**src/rtl/pipe_pkg.sv**
```systemverilog
// Shared definitions for the CPU inter-stage pipeline registers: bundle widths,
// bubble control words, control-field bit positions and stage occupancy states.
package pipe_pkg;

  localparam int IFID_DATA_W  = 64;
  localparam int IFID_CTRL_W  = 1;
  localparam int IDEX_DATA_W  = 192;
  localparam int IDEX_CTRL_W  = 11;
  localparam int EXMEM_DATA_W = 101;
  localparam int EXMEM_CTRL_W = 5;
  localparam int MEMWB_DATA_W = 69;
  localparam int MEMWB_CTRL_W = 2;

  localparam logic [IFID_CTRL_W-1:0]  IFID_BUBBLE  = '0;
  localparam logic [IDEX_CTRL_W-1:0]  IDEX_BUBBLE  = '0;
  localparam logic [EXMEM_CTRL_W-1:0] EXMEM_BUBBLE = '0;
  localparam logic [MEMWB_CTRL_W-1:0] MEMWB_BUBBLE = '0;

  localparam int CTRL_MEMWRITE  = 10;
  localparam int CTRL_MEMREAD   = 9;
  localparam int CTRL_MEMTOREG  = 8;
  localparam int CTRL_ALUSRC    = 7;
  localparam int CTRL_REGWRITE  = 6;
  localparam int CTRL_BRANCH    = 5;
  localparam int CTRL_ALUCTL_LSB = 0;
  localparam int CTRL_ALUCTL_W  = 5;

  typedef struct packed {
    logic       mem_write;
    logic       mem_read;
    logic       mem_to_reg;
    logic       alu_src;
    logic       reg_write;
    logic       branch;
    logic [4:0] alu_control;
  } idex_ctrl_t;

  typedef enum logic [1:0] {
    ST_EMPTY = 2'd0,
    ST_ONE   = 2'd1,
    ST_FULL  = 2'd2
  } occ_e;

  function automatic logic [IDEX_CTRL_W-1:0] pack_idex_ctrl(input idex_ctrl_t c);
    logic [IDEX_CTRL_W-1:0] w;
    w = '0;
    w[CTRL_MEMWRITE] = c.mem_write;
    w[CTRL_MEMREAD]  = c.mem_read;
    w[CTRL_MEMTOREG] = c.mem_to_reg;
    w[CTRL_ALUSRC]   = c.alu_src;
    w[CTRL_REGWRITE] = c.reg_write;
    w[CTRL_BRANCH]   = c.branch;
    w[CTRL_ALUCTL_LSB +: CTRL_ALUCTL_W] = c.alu_control;
    return w;
  endfunction

endpackage

```
**src/rtl/sat_counter.sv**
```systemverilog
// Saturating up-counter; holds at all-ones instead of wrapping.
module sat_counter
  import pipe_pkg::*;
#(
  parameter int W = 16
) (
  input  logic         clk,
  input  logic         reset,
  input  logic         inc,
  output logic [W-1:0] cnt
);

  function automatic logic [W-1:0] sat_inc(input logic [W-1:0] v);
    return (&v) ? v : v + W'(1);
  endfunction

  always_ff @(posedge clk) begin
    if (reset)    cnt <= '0;
    else if (inc) cnt <= sat_inc(cnt);
  end

endmodule

```
**src/rtl/pipe_stage_hs.sv**
```systemverilog
// Handshaked inter-stage pipeline register with optional 2-entry skid buffer,
// flush-to-bubble and a saturating back-pressure cycle counter.
module pipe_stage_hs
  import pipe_pkg::*;
#(
  parameter int                 DATA_W        = 192,
  parameter int                 CTRL_W        = 11,
  parameter logic [CTRL_W-1:0]  BUBBLE_CTRL   = '0,
  parameter int                 SKID          = 1,
  parameter int                 ZERO_ON_FLUSH = 1,
  parameter int                 CNT_W         = 16
) (
  input  logic              clk,
  input  logic              reset,
  input  logic              flush,
  input  logic              in_valid,
  output logic              in_ready,
  input  logic [DATA_W-1:0] in_data,
  input  logic [CTRL_W-1:0] in_ctrl,
  output logic              out_valid,
  input  logic              out_ready,
  output logic [DATA_W-1:0] out_data,
  output logic [CTRL_W-1:0] out_ctrl,
  output logic [1:0]        occupancy,
  output logic [CNT_W-1:0]  stall_cnt
);

  occ_e              state_p1, state_n;
  logic [DATA_W-1:0] head_data_p1;
  logic [CTRL_W-1:0] head_ctrl_p1;
  logic              in_xfer, out_xfer;

  assign in_xfer  = in_valid & in_ready;
  assign out_xfer = out_valid & out_ready;

  always_ff @(posedge clk) begin
    if (reset) state_p1 <= ST_EMPTY;
    else       state_p1 <= state_n;
  end

  always_comb begin
    out_valid = (state_p1 != ST_EMPTY);
    occupancy = state_p1;
    out_data  = head_data_p1;
    out_ctrl  = head_ctrl_p1;
  end

  generate
    if (SKID != 0) begin : g_skid
      logic [DATA_W-1:0] skid_data_p1;
      logic [CTRL_W-1:0] skid_ctrl_p1;

      assign in_ready = (state_p1 != ST_FULL);

      always_comb begin
        state_n = state_p1;
        case (state_p1)
          ST_EMPTY: if (in_xfer) state_n = ST_ONE;
          ST_ONE: begin
            if (in_xfer && !out_xfer)      state_n = ST_FULL;
            else if (!in_xfer && out_xfer) state_n = ST_EMPTY;
          end
          ST_FULL:  if (out_xfer) state_n = ST_ONE;
          default:  state_n = ST_EMPTY;
        endcase
        if (flush) state_n = ST_EMPTY;
      end

      // head/skid storage; head always carries the oldest entry
      always_ff @(posedge clk) begin
        if (reset) begin
          head_data_p1 <= '0;
          head_ctrl_p1 <= BUBBLE_CTRL;
          skid_data_p1 <= '0;
          skid_ctrl_p1 <= '0;
        end else if (flush) begin
          head_ctrl_p1 <= BUBBLE_CTRL;
          skid_ctrl_p1 <= '0;
          if (ZERO_ON_FLUSH != 0) begin
            head_data_p1 <= '0;
            skid_data_p1 <= '0;
          end
        end else begin
          case (state_p1)
            ST_EMPTY: if (in_xfer) begin
              head_data_p1 <= in_data;
              head_ctrl_p1 <= in_ctrl;
            end
            ST_ONE: begin
              if (in_xfer && out_xfer) begin
                head_data_p1 <= in_data;
                head_ctrl_p1 <= in_ctrl;
              end else if (in_xfer) begin
                skid_data_p1 <= in_data;
                skid_ctrl_p1 <= in_ctrl;
              end else if (out_xfer) begin
                head_ctrl_p1 <= BUBBLE_CTRL;
              end
            end
            ST_FULL: if (out_xfer) begin
              head_data_p1 <= skid_data_p1;
              head_ctrl_p1 <= skid_ctrl_p1;
              skid_data_p1 <= '0;
              skid_ctrl_p1 <= '0;
            end
            default: ;
          endcase
        end
      end
    end else begin : g_noskid
      assign in_ready = ~out_valid | out_ready;

      always_comb begin
        state_n = state_p1;
        if (in_xfer)       state_n = ST_ONE;
        else if (out_xfer) state_n = ST_EMPTY;
        if (flush)         state_n = ST_EMPTY;
      end

      // single head register; refilled in the same cycle it drains
      always_ff @(posedge clk) begin
        if (reset) begin
          head_data_p1 <= '0;
          head_ctrl_p1 <= BUBBLE_CTRL;
        end else if (flush) begin
          head_ctrl_p1 <= BUBBLE_CTRL;
          if (ZERO_ON_FLUSH != 0) head_data_p1 <= '0;
        end else if (in_xfer) begin
          head_data_p1 <= in_data;
          head_ctrl_p1 <= in_ctrl;
        end else if (out_xfer) begin
          head_ctrl_p1 <= BUBBLE_CTRL;
        end
      end
    end
  endgenerate

  sat_counter #(.W(CNT_W)) u_stall_cnt (
    .clk   (clk),
    .reset (reset),
    .inc   (out_valid & ~out_ready),
    .cnt   (stall_cnt)
  );

endmodule

```
**config.mk**
```make
export PLATFORM = sky130hd
export DESIGN_NAME = pipe_stage_hs
export DESIGN_NICKNAME = d
export VERILOG_FILES = /design/src/rtl/pipe_pkg.sv /design/src/rtl/sat_counter.sv /design/src/rtl/pipe_stage_hs.sv
export SDC_FILE = /design/constraint.sdc
export NUM_CORES = 1
export LEC_CHECK = 0
export CORE_MARGIN = 5
export CORE_UTILIZATION = 51
export CTS_CLUSTER_DIAMETER = 120
export CTS_CLUSTER_SIZE = 14
export DETAILED_ROUTE_END_ITERATION = 7
export GPL_TIMING_DRIVEN = 0
export PLACE_DENSITY = 0.77
export SYNTH_ARGS = -nofsm -noshare
export SYNTH_HDL_FRONTEND = slang
export SYNTH_SLANG_ARGS = --single-unit
```
**constraint.sdc**
```tcl
create_clock -name clk -period 2.4 [get_ports clk]
set_input_delay 0.48 -clock clk [delete_from_list [all_inputs] [get_ports clk]]
set_output_delay 0.48 -clock clk [all_outputs]
set_load 0.1 [all_outputs]
```
After elaboration in Yosys (flattened, before gate mapping). Index checks and enable logic that the tools add are counted.

Bits in registers: 424. Input bits: 208.

Add/subtract/negate cells: 1. Reduce and logical (&&, ||, !) cells: 16. Equal/unequal tests: 11. Muxes and demuxes: 20. Bitwise logic cells: 5.

Operators by type and width (number): 192-bit 2-to-1 mux (5); 192-bit one-hot mux with 3 select lines (1); 192-bit one-hot mux with 2 select lines (1); 11-bit 2-to-1 mux (6); 11-bit one-hot mux with 3 select lines (1); 11-bit one-hot mux with 2 select lines (1); 16-bit by 1-bit adder with 16-bit output (second input constant) (1); 16-bit AND reduction (1); 2-bit inequality test (second input constant) (6); 3-bit inequality test (second input constant) (3); 2-bit 2-to-1 mux (4); 4-bit AND reduction (2); 2-bit one-hot mux with 3 select lines (1); 5-bit AND reduction (1); 2-bit nonzero test (2); 1-bit bitwise AND (3); 1-bit logical AND (3); 3-bit AND reduction (1); 3-bit nonzero test (1); 2-bit by 1-bit equality test with 1-bit output (second input constant) (1); 2-bit equality test (second input constant) (1); 1-bit zero test (2); 2-bit zero test (1); 1-bit NOT (2); other kinds (2) (2).

Logic depth before layout (Yosys ltp). Gate-level depths: netlist of the first run.

Depth in word-level cells: 7. Mapped depth: 10. Gate-level depth less buffers: 6.

By module. From an unflattened synthesis of the first run, not the netlist that was laid out.

Cells, all modules: 1969. Area, all modules: 18540.3 um^2.

Modules (own cells, without submodules): pipe_stage_hs (area an instance 17707.0 um^2, times used 1, cells an instance 1873, sequential area each 8167.8 um^2); sat_counter (area an instance 833.3 um^2, times used 1, cells an instance 96, sequential area each 320.3 um^2).

Worst setup path before layout of the first run. No wires, ideal clock.

Path type: register to register. Start point: register state_p1[0], in the netlist occupancy[0]. End point: register u_stall_cnt.cnt[10]. Path slack: -508 ps. Clock period less this slack: 2908 ps. Arrival: 2788 ps. Cell stages (with the launch flop): 8. Cell sequence: dfxtp_1 inv_1 ha_1 buf_2 nor3b_1 nand2_1 nor4b_1 mux2_2.

Cells in the longest elaborated chain, start to end: 3.

Ends and longest elaborated chain: start, declared (line pipe_stage_hs.sv:28) `occ_e state_p1, state_n;`; start signal, assigned (line pipe_stage_hs.sv:38) `else state_p1 <= state_n;`; 2-bit nonzero test (line pipe_stage_hs.sv:42) `out_valid = (state_p1 != ST_EMPTY);`; 1-bit bitwise AND (line pipe_stage_hs.sv:141) `.inc (out_valid & ~out_ready),`; 2-bit AND reduction (no line); end signal, assigned (line sat_counter.sv:19) `else if (inc) cnt <= sat_inc(cnt);`; end, declared (line sat_counter.sv:10) `output logic [W-1:0] cnt`.

No other way between the ends. A chain may end at the register's enable or synchronous reset.

Worst setup path in the final report of the first run.
Start point: register state_p1[0], in the netlist occupancy[0]. End point: register head_data_p1[152], in the netlist out_data[152].

Cells in the longest elaborated chain, start to end: 5.

Ends and longest elaborated chain: 2-bit inequality test / 2-bit nonzero test (equally long branches) (line pipe_stage_hs.sv:53, pipe_stage_hs.sv:42); 1-bit bitwise AND (on tied branches) (line pipe_stage_hs.sv:33, pipe_stage_hs.sv:34); 1-bit logical AND (line pipe_stage_hs.sv:90) `if (in_xfer && out_xfer) begin`; 2-bit inequality test (no line); 4-bit AND reduction (no line); end signal, assigned (line pipe_stage_hs.sv:86) `head_data_p1 <= in_data;`; end signal, assigned (line pipe_stage_hs.sv:91) `head_data_p1 <= in_data;`; end signal, assigned (line pipe_stage_hs.sv:101) `head_data_p1 <= skid_data_p1;`; end, declared (line pipe_stage_hs.sv:29) `logic [DATA_W-1:0] head_data_p1;`.

Parallel ways exist; a longest one is shown, timed or not.

==> results of run 1 <==
[final timing paths]
kind	end	slack, ns	cells past startpoint
setup reg to reg	out_data[152]$_SDFFE_PP0P_	0.04	7
hold / removal	u_stall_cnt.cnt[0]$_SDFFE_PP0P_	0.43	3
hold reg to reg	g_skid.skid_data_p1[99]$_SDFFE_PP0P_	0.46	2
setup / recovery	out_data[152]$_SDFFE_PP0P_	0.04	7
[worst register-to-register path: cells and delay by family, from the launching register on]
| kind | cells | cell delay, ns |
|---|---|---|
| buffers and inverters | 4 | 1.22 |
| adders and majority gates | 1 | 0.14 |
| DFF | 1 | 0.37 |
| AOI/OAI and AO/OA | 1 | 0.11 |
| muxes | 1 | 0.39 |
[cells in the mapped netlist (8+ instances only)]
| master | number | area [um2] |
|---|---|---|
| buf_1 | 8 | 30.0 |
| buf_6 | 10 | 113 |
| a211oi_1 | 104 | 781 |
| buf_2 | 60 | 300 |
| ha_1 | 8 | 100 |
| a32o_1 | 12 | 120 |
| a221oi_1 | 12 | 105 |
| a211oi_2 | 90 | 1130 |
| a21oi_1 | 391 | 1960 |
| o21ai_0 | 18 | 90.1 |
| nor2_1 | 23 | 86.3 |
| nand4_1 | 195 | 1220 |
| buf_4 | 22 | 165 |
| clkbuf_1 | 148 | 556 |
| dfxtp_1 | 424 | 8490 |
| mux2i_1 | 197 | 1970 |
| nand3_1 | 198 | 991 |
[sequential cells by signal, summed over array words and instances, names as in the netlist]
register             flops
out_data               192
out_ctrl                11
g_skid.skid_ctrl_p1     11
u_stall_cnt.cnt         16
g_skid.skid_data_p1    192
occupancy                2
[stage by stage]
stage / area [um2] / power [mW] / setup WS (ns)
floorplan: 18700 / 10.5 / 0.0697
global placement: 23600 / 11.7 / -0.631
detailed placement: 23600 / 11.8 / -0.701
CTS: 24300 / 16.8 / 0.00602
global route: 24600 / 17.4 / -0.0383
finish: 24600 / 16.9 / 0.0359
[routing by layer]
layer / part of all wire (%) / global-route usage, %
met5: 0.074 / 0
met2: 48 / 48.1
met1: 40 / 36.8
met4: 3.7 / 10.7
met3: 8.1 / 6.90
[power groups by stage]
stage	sequential, mW	combinational (mW)	clock, mW
floorplan	9.13	1.39	0
global placement	7.63	4.11	0
detailed placement	7.64	4.17	0
CTS	7.48	4.05	5.31
global route	7.50	4.35	5.58
finish	7.48	4.16	5.26
[cells by family (layout without fill, tap and decap cells)]
kind of cell	after synthesis	in the layout	share of synthesized area, %
AOI/OAI and AO/OA	637	637	22.8
and+or+nand+nor	468	468	14.2
DFF	424	424	45.4
buffers and inverters	256	729	6.38
muxes	199	199	10.7
adders and majority gates	8	8	0.535
other	0	9	0
[placed cells by master, fill, tap and decap left out, drive strengths merged, types with 4 or more instances in the layout]
cell,synthesis,layout
nand2,7,7
dlygate4sd2,0,219
nor2,23,23
o21ai,18,18
a221oi,13,13
nor3,5,5
a32o,12,12
diode,0,9
dfxtp,424,424
and3,4,4
nor4,4,4
clkbuf,149,206
ha,8,8
nand4,196,196
nand2b,6,6
nand3,198,198
a21oi,391,391
clkdlybuf4s50,0,206
mux2i,197,197
or3,6,6
buf,100,88
inv,7,8
a211oi,194,194
[cell type report]
class	instances	area, um2	share of cell area, %
multi-input combinational	1312	9090	36.9
timing repair buffer	433	4070	16.5
sequential	424	8500	34.5
clock buffer	39	933	3.79
antenna	9	22.5	0.0914
clock inverter	1	11.3	0.0457
buffer	249	1410	5.73
tap	468	586	2.38
inverter	7	26.3	0.107
[repair_timing]
action	in CTS	in global routing
setup endpoints to repair	565	390
gates resized for setup	263	144
setup buffers	1	1
pin swaps	1	7
cloned	0	2
hold buffers	0	0
==> impl_metrics.env, run 1 <==
export IMPL_outcome="complete, no violations"
export IMPL_dieWidth_um=202
export IMPL_worstHoldStart="out_ready"
export IMPL_critical_path_max_stage_delay_ns=0.61
export IMPL_power_frac_seq_pct=44.3
export IMPL_r2r_start="occupancy[0]$_SDFFE_PP0P_"
export IMPL_ys_async_sr_fraction_pct=0
export IMPL_path_cells="inv_2 > ha_1 > buf_2 > buf_2 > clkbuf_1 > mux2i_1 > a211oi_2"
export IMPL_core_region_area_um2=36400
export IMPL_finalNonFillerCells=2942
export IMPL_setup_tns_ns=0
export IMPL_clock_latency_ns=0.52
export IMPL_row_count=70
export IMPL_fmax_ghz=0.423
export IMPL_cts_tree="yes"
export IMPL_syn2layout_area_growth_pct=31.7
export IMPL_drv_cap=0
export IMPL_place_congestion=0.914
export IMPL_synth_edf_count=0
export IMPL_overflow=0
export IMPL_fin_hold_ws_ns=0.432
export IMPL_grt_max_degree=16
export IMPL_ant_nets=0
export IMPL_die_y_um=202
export IMPL_layout_drive_gt1_share_pct=12.6
export IMPL_critPathRequiredTime_ns=2.78
export IMPL_worst_setup_path_end_kind="register"
export IMPL_clockRootBuffer="clkbuf_16"
export IMPL_start_util_pct=51.4
export IMPL_synth_area_per_cell_um2=9.40
export IMPL_syn_num_nets=2208
export IMPL_synth_seq_cells=424
export IMPL_cts_htree_levels=2
export IMPL_nFillCells=3006
export IMPL_finalHoldViolCount=0
export IMPL_first_pass_iters=5
export IMPL_p_leak_nw=8.90
export IMPL_slew_headroom_pct=27.2
export IMPL_drt_iter0_drc=1288
export IMPL_hold_class="primary input to register"
export IMPL_num_vias=18200
export IMPL_worstMarginPinSlew_ns=1.10
export IMPL_grt_pass1_wl_um=96800
export IMPL_critical_path_startpoint="occupancy[0]$_SDFFE_PP0P_"
export IMPL_drt_total_wl_um=63800
export IMPL_dominantRegCellSynth="dfxtp_1"
export IMPL_drc=0
export IMPL_io_pins=431
export IMPL_ys_types=47
export IMPL_grt_pass1_vias=17400
export IMPL_fin_skew_ns=0.0137
export IMPL_ys_seq_area_share_pct=45.4
export IMPL_dieArea_um2=40600
export IMPL_cpLargestDelayFamily="buffers and inverters"
export IMPL_crit_type="register to register"
export IMPL_combPwrFrac_pct=24.6
export IMPL_clkSinkCount=424
export IMPL_cts_buffer_depth=3
export IMPL_critPathBufInv=4
export IMPL_portBuffers=429
export IMPL_antenna_found_initial=12
export IMPL_final_nets=2679
export IMPL_crit_path_frequent_cell="buf_2"
export IMPL_slew_viol_final=0
export IMPL_arrival_ns=2.74
export IMPL_critPathSlowestCell="clkbuf_1"
export IMPL_fin_crit_ns=2.36
export IMPL_cts_buffers=36
export IMPL_finalSetupViolations=0
export IMPL_period_share_pct=98.5
export IMPL_start_kind="register"
export IMPL_vdd_drop_max_mv=0.552
export IMPL_netlist_instances=1992
export IMPL_track_usage_pct=29.0
export IMPL_final_util_pct=67.6
export IMPL_pwr_share_clk_pct=31.1
export IMPL_ys_warn_count=0
export IMPL_syn_cell_area_um2=18700
export IMPL_swShare_pct=33.3
export IMPL_wl_per_cell_um=21.7
export IMPL_vias_per_cell=6.17
export IMPL_switchingPower_mw=5.62
export IMPL_crit_fanout=10
export IMPL_place_hpwl_um=46000
export IMPL_place_inst=2889
export IMPL_rsz0062_at_grt="true"
export IMPL_cts_clk_slew_worst_paths_ns=0.07
export IMPL_powerDensity_nw_per_um2=686
export IMPL_internal_power_mw=11.3
(Power assumes the default switching activity.)
==> inputs of run 2 (changes only) <==
--- a/config.mk
+++ b/config.mk
@@ -5,6 +5,7 @@
 export SDC_FILE = /design/constraint.sdc
 export NUM_CORES = 1
 export LEC_CHECK = 0
+export CORE_ASPECT_RATIO = 1.1
 export CORE_MARGIN = 5
 export CORE_UTILIZATION = 51
 export CTS_CLUSTER_DIAMETER = 120
==> run 2 against run 1 <==
Compared with the run above: clock skew is 0.0046 ns higher; combinational power increased by 1%; register-to-register slack better by 0.02 ns; maximum frequency increased by 0.26%; flip-flop and latch count unchanged.
==> impl_metrics.env, run 2 (synthesis gave the netlist of run 1 again) <==
export IMPL_cts_buffer_depth=3
export IMPL_place_congestion=0.901
export IMPL_dieArea_um2=40600
export IMPL_die_y_um=211
export IMPL_critPathRequiredTime_ns=1.92
export IMPL_switchingPower_mw=5.64
export IMPL_dieWidth_um=193
export IMPL_syn2layout_area_growth_pct=32.4
export IMPL_finalSetupViolations=0
export IMPL_grt_max_degree=16
export IMPL_track_usage_pct=29.9
export IMPL_grt_pass1_vias=17500
export IMPL_setup_tns_ns=0
export IMPL_fin_skew_ns=0.0183
export IMPL_vias_per_cell=6.17
export IMPL_layout_drive_gt1_share_pct=13.4
export IMPL_cts_hold_buf=0
export IMPL_drv_cap=0
export IMPL_clkSinkCount=424
export IMPL_cts_htree_levels=2
export IMPL_cpLargestDelayFamily="buffers and inverters"
export IMPL_io_pins=431
export IMPL_powerDensity_nw_per_um2=683
export IMPL_timing_final_ws_setup_ns=0.0420
export IMPL_place_inst=2908
export IMPL_hold_class="primary input to register"
export IMPL_fin_crit_ns=2.36
export IMPL_nFillCells=2930
export IMPL_row_count=73
export IMPL_layout_common_cells="420 x dfxtp_1, 391 x a21oi_1, 219 x dlygate4sd2_1, 206 x clkdlybuf4s50_1, 198 x nand3_1"
export IMPL_num_vias=18300
export IMPL_finalNonFillerCells=2962
export IMPL_clock_latency_ns=0.53
export IMPL_first_pass_iters=7
export IMPL_period_share_pct=98.3
export IMPL_fmax_ghz=0.424
export IMPL_start_kind="register"
export IMPL_slew_headroom_pct=27.8
export IMPL_drc=0
export IMPL_path_cells="dlygate4sd2_1"
export IMPL_combPwrFrac_pct=24.8
export IMPL_finalHoldViolCount=0
export IMPL_start_util_pct=51.7
export IMPL_clockRootBuffer="clkbuf_16"
export IMPL_arrival_ns=1.88
export IMPL_ant_nets=0
export IMPL_critPathSlowestCell="dlygate4sd2_1"
export IMPL_layout_commonest_cell="dfxtp_1"
export IMPL_crit_fanout=2
export IMPL_grt_pass1_wl_um=98400
export IMPL_final_util_pct=68.5
export IMPL_vdd_drop_max_mv=0.579
export IMPL_critPathBufInv=1
export IMPL_internal_power_mw=11.3
export IMPL_critical_path_max_stage_delay_ns=0.96
export IMPL_place_hpwl_um=47100
export IMPL_pwr_share_clk_pct=31.0
export IMPL_overflow=0
export IMPL_rsz0062_at_grt="true"
export IMPL_p_leak_nw=8.93
export IMPL_outcome="complete, no violations"
export IMPL_core_region_area_um2=36200
export IMPL_worstMarginPinSlew_ns=1.09
export IMPL_antenna_found_initial=15
export IMPL_worst_setup_path_end_kind="primary output"
export IMPL_cts_buffers=36
export IMPL_crit_type="register to primary output"
export IMPL_final_nets=2678
export IMPL_drt_total_wl_um=65100
export IMPL_wl_per_cell_um=22.0
export IMPL_power_frac_seq_pct=44.2
export IMPL_dp_worst_setup_slack_ns=-0.702
export IMPL_portBuffers=429
export IMPL_cts_tree="yes"
export IMPL_drt_iter0_drc=1395
export IMPL_swShare_pct=33.3
export IMPL_slew_viol_final=0
export IMPL_cts_clk_slew_worst_paths_ns=0.07
export IMPL_rrSetupSlack_ns=0.06
run 2: layout make-up:
| cell class | count | area (um2) | area share [%] |
|---|---|---|---|
| Clock buffer | 38 | 930 | 3.75 |
| Sequential cell | 424 | 8500 | 34.3 |
| Tap cell | 487 | 609 | 2.46 |
| Buffer | 248 | 1440 | 5.79 |
| Inverter | 7 | 26.3 | 0.106 |
| Multi-Input combinational cell | 1312 | 9170 | 37.0 |
| Timing Repair Buffer | 433 | 4070 | 16.4 |
| Clock inverter | 1 | 11.3 | 0.0454 |
| Antenna cell | 12 | 30.0 | 0.121 |
run 2: power by group through the flow:
stage | logic, mW | clock network (mW) | registers (mW)
floorplan | 1.39 | 0 | 9.13
global placement | 4.11 | 0 | 7.63
detailed placement | 4.17 | 0 | 7.64
CTS | 4.06 | 5.31 | 7.47
global route | 4.39 | 5.59 | 7.50
finish | 4.20 | 5.24 | 7.48
run 2: repair_timing:
item / 4_1_cts / 5_1_grt
hold endpoints to repair: 0 / 0
gates resized for setup: 274 / 150
setup endpoints to repair: 580 / 382
cloned: 0 / 2
setup buffers: 1 / 1
pin swaps: 1 / 13
run 2: final timing paths:
| check | start | endpoint | cells past startpoint |
|---|---|---|---|
| worst min register to register | g_skid.skid_data_p1[185]$_SDFFE_PP0P_ | g_skid.skid_data_p1[185]$_SDFFE_PP0P_ | 2 |
| worst max-delay path | out_data[121]$_SDFFE_PP0P_ | out_data[121] | 1 |
| worst min-delay path | out_ready | u_stall_cnt.cnt[0]$_SDFFE_PP0P_ | 3 |
| worst max register to register | occupancy[0]$_SDFFE_PP0P_ | out_data[73]$_SDFFE_PP0P_ | 7 |
run 2: through the flow:
step | hold slack [ns] | cell area, um2 | total power [mW]
3_3_place_gp | 0.448 | 23600 | 11.7
2_1_floorplan | 0.443 | 18700 | 10.5
6_report | 0.414 | 24800 | 16.9
4_1_cts | 0.374 | 24400 | 16.8
5_1_grt | 0.457 | 24800 | 17.5
3_5_place_dp | 0.455 | 23600 | 11.8
run 2: routing by layer:
metal  vias up  wire [um]  track usage [%]
li1       8504          -                -
met1      8705      24700             36.5
met2       859      31400             50.3
met3       186       5720             7.21
met4        12       3190             13.1
met5         -        100                0
run 2: worst register-to-register path, delay by kind of cell, from the launching register on:
kind / cells / cell delay [ns]
buf+inv: 4 / 1.19
compound gates: 1 / 0.29
flops: 1 / 0.36
fa+ha+maj: 1 / 0.17
mux: 1 / 0.23
==> RTL edit: new RTL, settings of run 1 <==
Reset style: asynchronous (`reset`), changed in 4 clocked blocks.
--- a/src/rtl/sat_counter.sv
+++ b/src/rtl/sat_counter.sv
@@ -15,5 +15,5 @@
   endfunction
 
-  always_ff @(posedge clk) begin
+  always_ff @(posedge clk or posedge reset) begin
     if (reset)    cnt <= '0;
     else if (inc) cnt <= sat_inc(cnt);
--- a/src/rtl/pipe_stage_hs.sv
+++ b/src/rtl/pipe_stage_hs.sv
@@ -34,5 +34,5 @@
   assign out_xfer = out_valid & out_ready;
 
-  always_ff @(posedge clk) begin
+  always_ff @(posedge clk or posedge reset) begin
     if (reset) state_p1 <= ST_EMPTY;
     else       state_p1 <= state_n;
@@ -68,5 +68,5 @@
 
       // head/skid storage; head always carries the oldest entry
-      always_ff @(posedge clk) begin
+      always_ff @(posedge clk or posedge reset) begin
         if (reset) begin
           head_data_p1 <= '0;
@@ -119,5 +119,5 @@
 
       // single head register; refilled in the same cycle it drains
-      always_ff @(posedge clk) begin
+      always_ff @(posedge clk or posedge reset) begin
         if (reset) begin
           head_data_p1 <= '0;
Check against the original RTL: not settled (the Yosys comparison gave no result); the edit may change what the design does.
==> RTL edit against run 1 <==
Final area grew 9.3%; critical path type is now primary input to flip-flop; area after synthesis grew 10%; setup slack gained 3.0 ps; non-clock buffer count shrank 113; critical endpoint is now out_data[17]$_DFFE_PP0P_; routed wire length shrank 6.5%; sequential cell count is the same; via count shrank 16%.
Power is not compared: it rests on default switching activity, and its combinational part moved more than twofold at a synthesized area within 25%.
==> RTL edit: results (changes against run 1) <==
placement:
  gp_congestion: 0.858  # -6.2%
  dp_hpwl_um: 44300  # -3.6%
  port_buffers: 430  # +0.23%
worst_setup_path:
  critPathMaxFanout: 10  # unchanged
  critPathMaxStageDelay_ps: 540  # -70 ps
  cpMaxStageDelayCell: "clkdlybuf4s50_1"
  cp.arrival_ps: 2790  # +50 ps
global_routing:
  groute.layer.met1.usage: 0.337  # -0.0315
  antenna_found_initial: 16  # +4
  grt_pass1_vias: 16200  # -6.9%
  grt_use_met3: 0.0785  # +0.00957
  grt_usage: 0.264  # -0.0258
  grt_max_degree: 42  # +26
  grt_pass1_wl_um: 92700  # -4.3%
  gr-usage-met2: 0.433  # -0.0480
synth:
  synth_common_cells: "dfrtp_1, mux2i_1, nand2_1"
  ys_seq_area_frac: 0.513  # +0.0599
  async_flop_share: 1.00  # +1.00
  synthDistinctLibCells: 42  # -11%
  synthTopCellsByArea: "dfrtp_1, mux2i_1, mux2_1"
  syn-num-nets: 2096  # -5.1%
  ys.flop_type: "dfrtp_1"
  synth-edff-count: 0  # unchanged
clock_network:
  root_buffer: "clkbuf_16"
  clk_latency_ps: 540  # +20 ps
  clk_pin_slew_ps: 70  # about the same
drt:
  vias: 15300  # -16%
  drt_iter0_markers: 897  # -30%
  wl_um: 59700  # -6.5%
min_path:
  hp-class: "primary input to asynchronous set/reset pin"
run:
  maxCapViolations: 0  # unchanged
sta:
  worstMarginPinSlew_ps: 1140  # +41.5 ps
  fin_skew_ps: 15.4  # +1.70 ps
cells_and_area:
  n_fill_cell: 3120  # +3.8%
  drive_gt1_frac: 0.0785  # -0.0477
  final_util: 0.675  # -0.00154
  nNetsFinal: 2584  # -3.5%
power_and_ir_drop:
  vdd_drop_max_uv: 1390
  leakage_nw: 13.1
run_status:
  outcome: "finished clean"
## RTL edit: changes by cell type after synthesis, moves of 34 or more
cell | before | now
a21oi_1 | 391 | 30
inv_1 | 7 | 209
nand2_1 | 7 | 211
mux2_1 | 0 | 188
nand4_1 | 195 | 4
a211oi_2 | 90 | 1
mux2i_1 | 197 | 394
a211oi_1 | 104 | 3
nand3_1 | 198 | 16
nor2_1 | 23 | 197
dfrtp_1 | 0 | 424
buf_2 | 60 | 26
clkbuf_1 | 148 | 56
dfxtp_1 | 424 | 0
## RTL edit: layout make-up
class                      instances  area share
timing repair buffer             453       0.164
antenna                            9    0.000836
inverter                         209      0.0293
buffer                           116      0.0302
multi-input combinational       1130       0.323
sequential                       424       0.394
tap                              525      0.0244
clock buffer                      37      0.0344
clock inverter                     1    0.000418
## RTL edit: layer usage
metal / routed length [um] / vias to the layer above
li1: - / 7115
met1: 24400 / 7647
met2: 28400 / 452
met3: 4720 / 109
met4: 2030 / 12
met5: 88 / -
## RTL edit: report_power, final
part	internal, W	switching [W]
Combinational	0.00571	0.0173
Clock	0.00273	0.00253
Sequential	0.00971	0.00136
Total	0.0182	0.0212
## RTL edit: repair_timing
item | 4_1_cts | 5_1_grt
setup buffers | 5 | 3
cloned | 2 | 1
pin swaps | 1 | 2
setup endpoints to repair | 629 | 338
gates resized for setup | 288 | 57
## RTL edit: path summary, 6_finish.rpt
path	start	end	slack, ps	cells after the start
worst max register to register	occupancy[0]$_DFFE_PP0P_	out_data[117]$_DFFE_PP0P_	60	9
worst max-delay path	flush	out_data[17]$_DFFE_PP0P_	40	6
max in group asynchronous	reset	out_data[23]$_DFFE_PP0P_	720	6
worst min-delay path	reset	g_skid.skid_data_p1[143]$_DFFE_PP0P_	370	2
worst min register to register	out_data[49]$_DFFE_PP0P_	out_data[49]$_DFFE_PP0P_	480	1
min in group clk	out_data[49]$_DFFE_PP0P_	out_data[49]$_DFFE_PP0P_	480	1
## RTL edit: cell families after synthesis
group	count (synthesis)	synth area share
xor gates and xnor gates	14	0.00593
adders and majority gates	6	0.00363
muxes	600	0.303
buffers and inverters	328	0.0693
AOI/OAI and AO/OA	50	0.0147
and+or+nand+nor	460	0.0900
DFF	424	0.513
## RTL edit: metrics by stage
step	area, um^2	setup TNS, ps	worst slack, ps	std cells
2_1_floorplan	20700	-1816410	-3800	1882
3_3_place_gp	25600	-3135250	-6750	2837
3_5_place_dp	25900	-310500	-1170	2850
4_1_cts	26800	0	1.52	2892
5_1_grt	26900	-1090	-82.5	2901
6_report	26900	0	38.9	2904
## RTL edit: critical path: cells and delay by family
family	cells	cell delay [ps]
buffers and inverters	4	1830
AND/OR/NAND/NOR	1	150
multiplexers	1	320
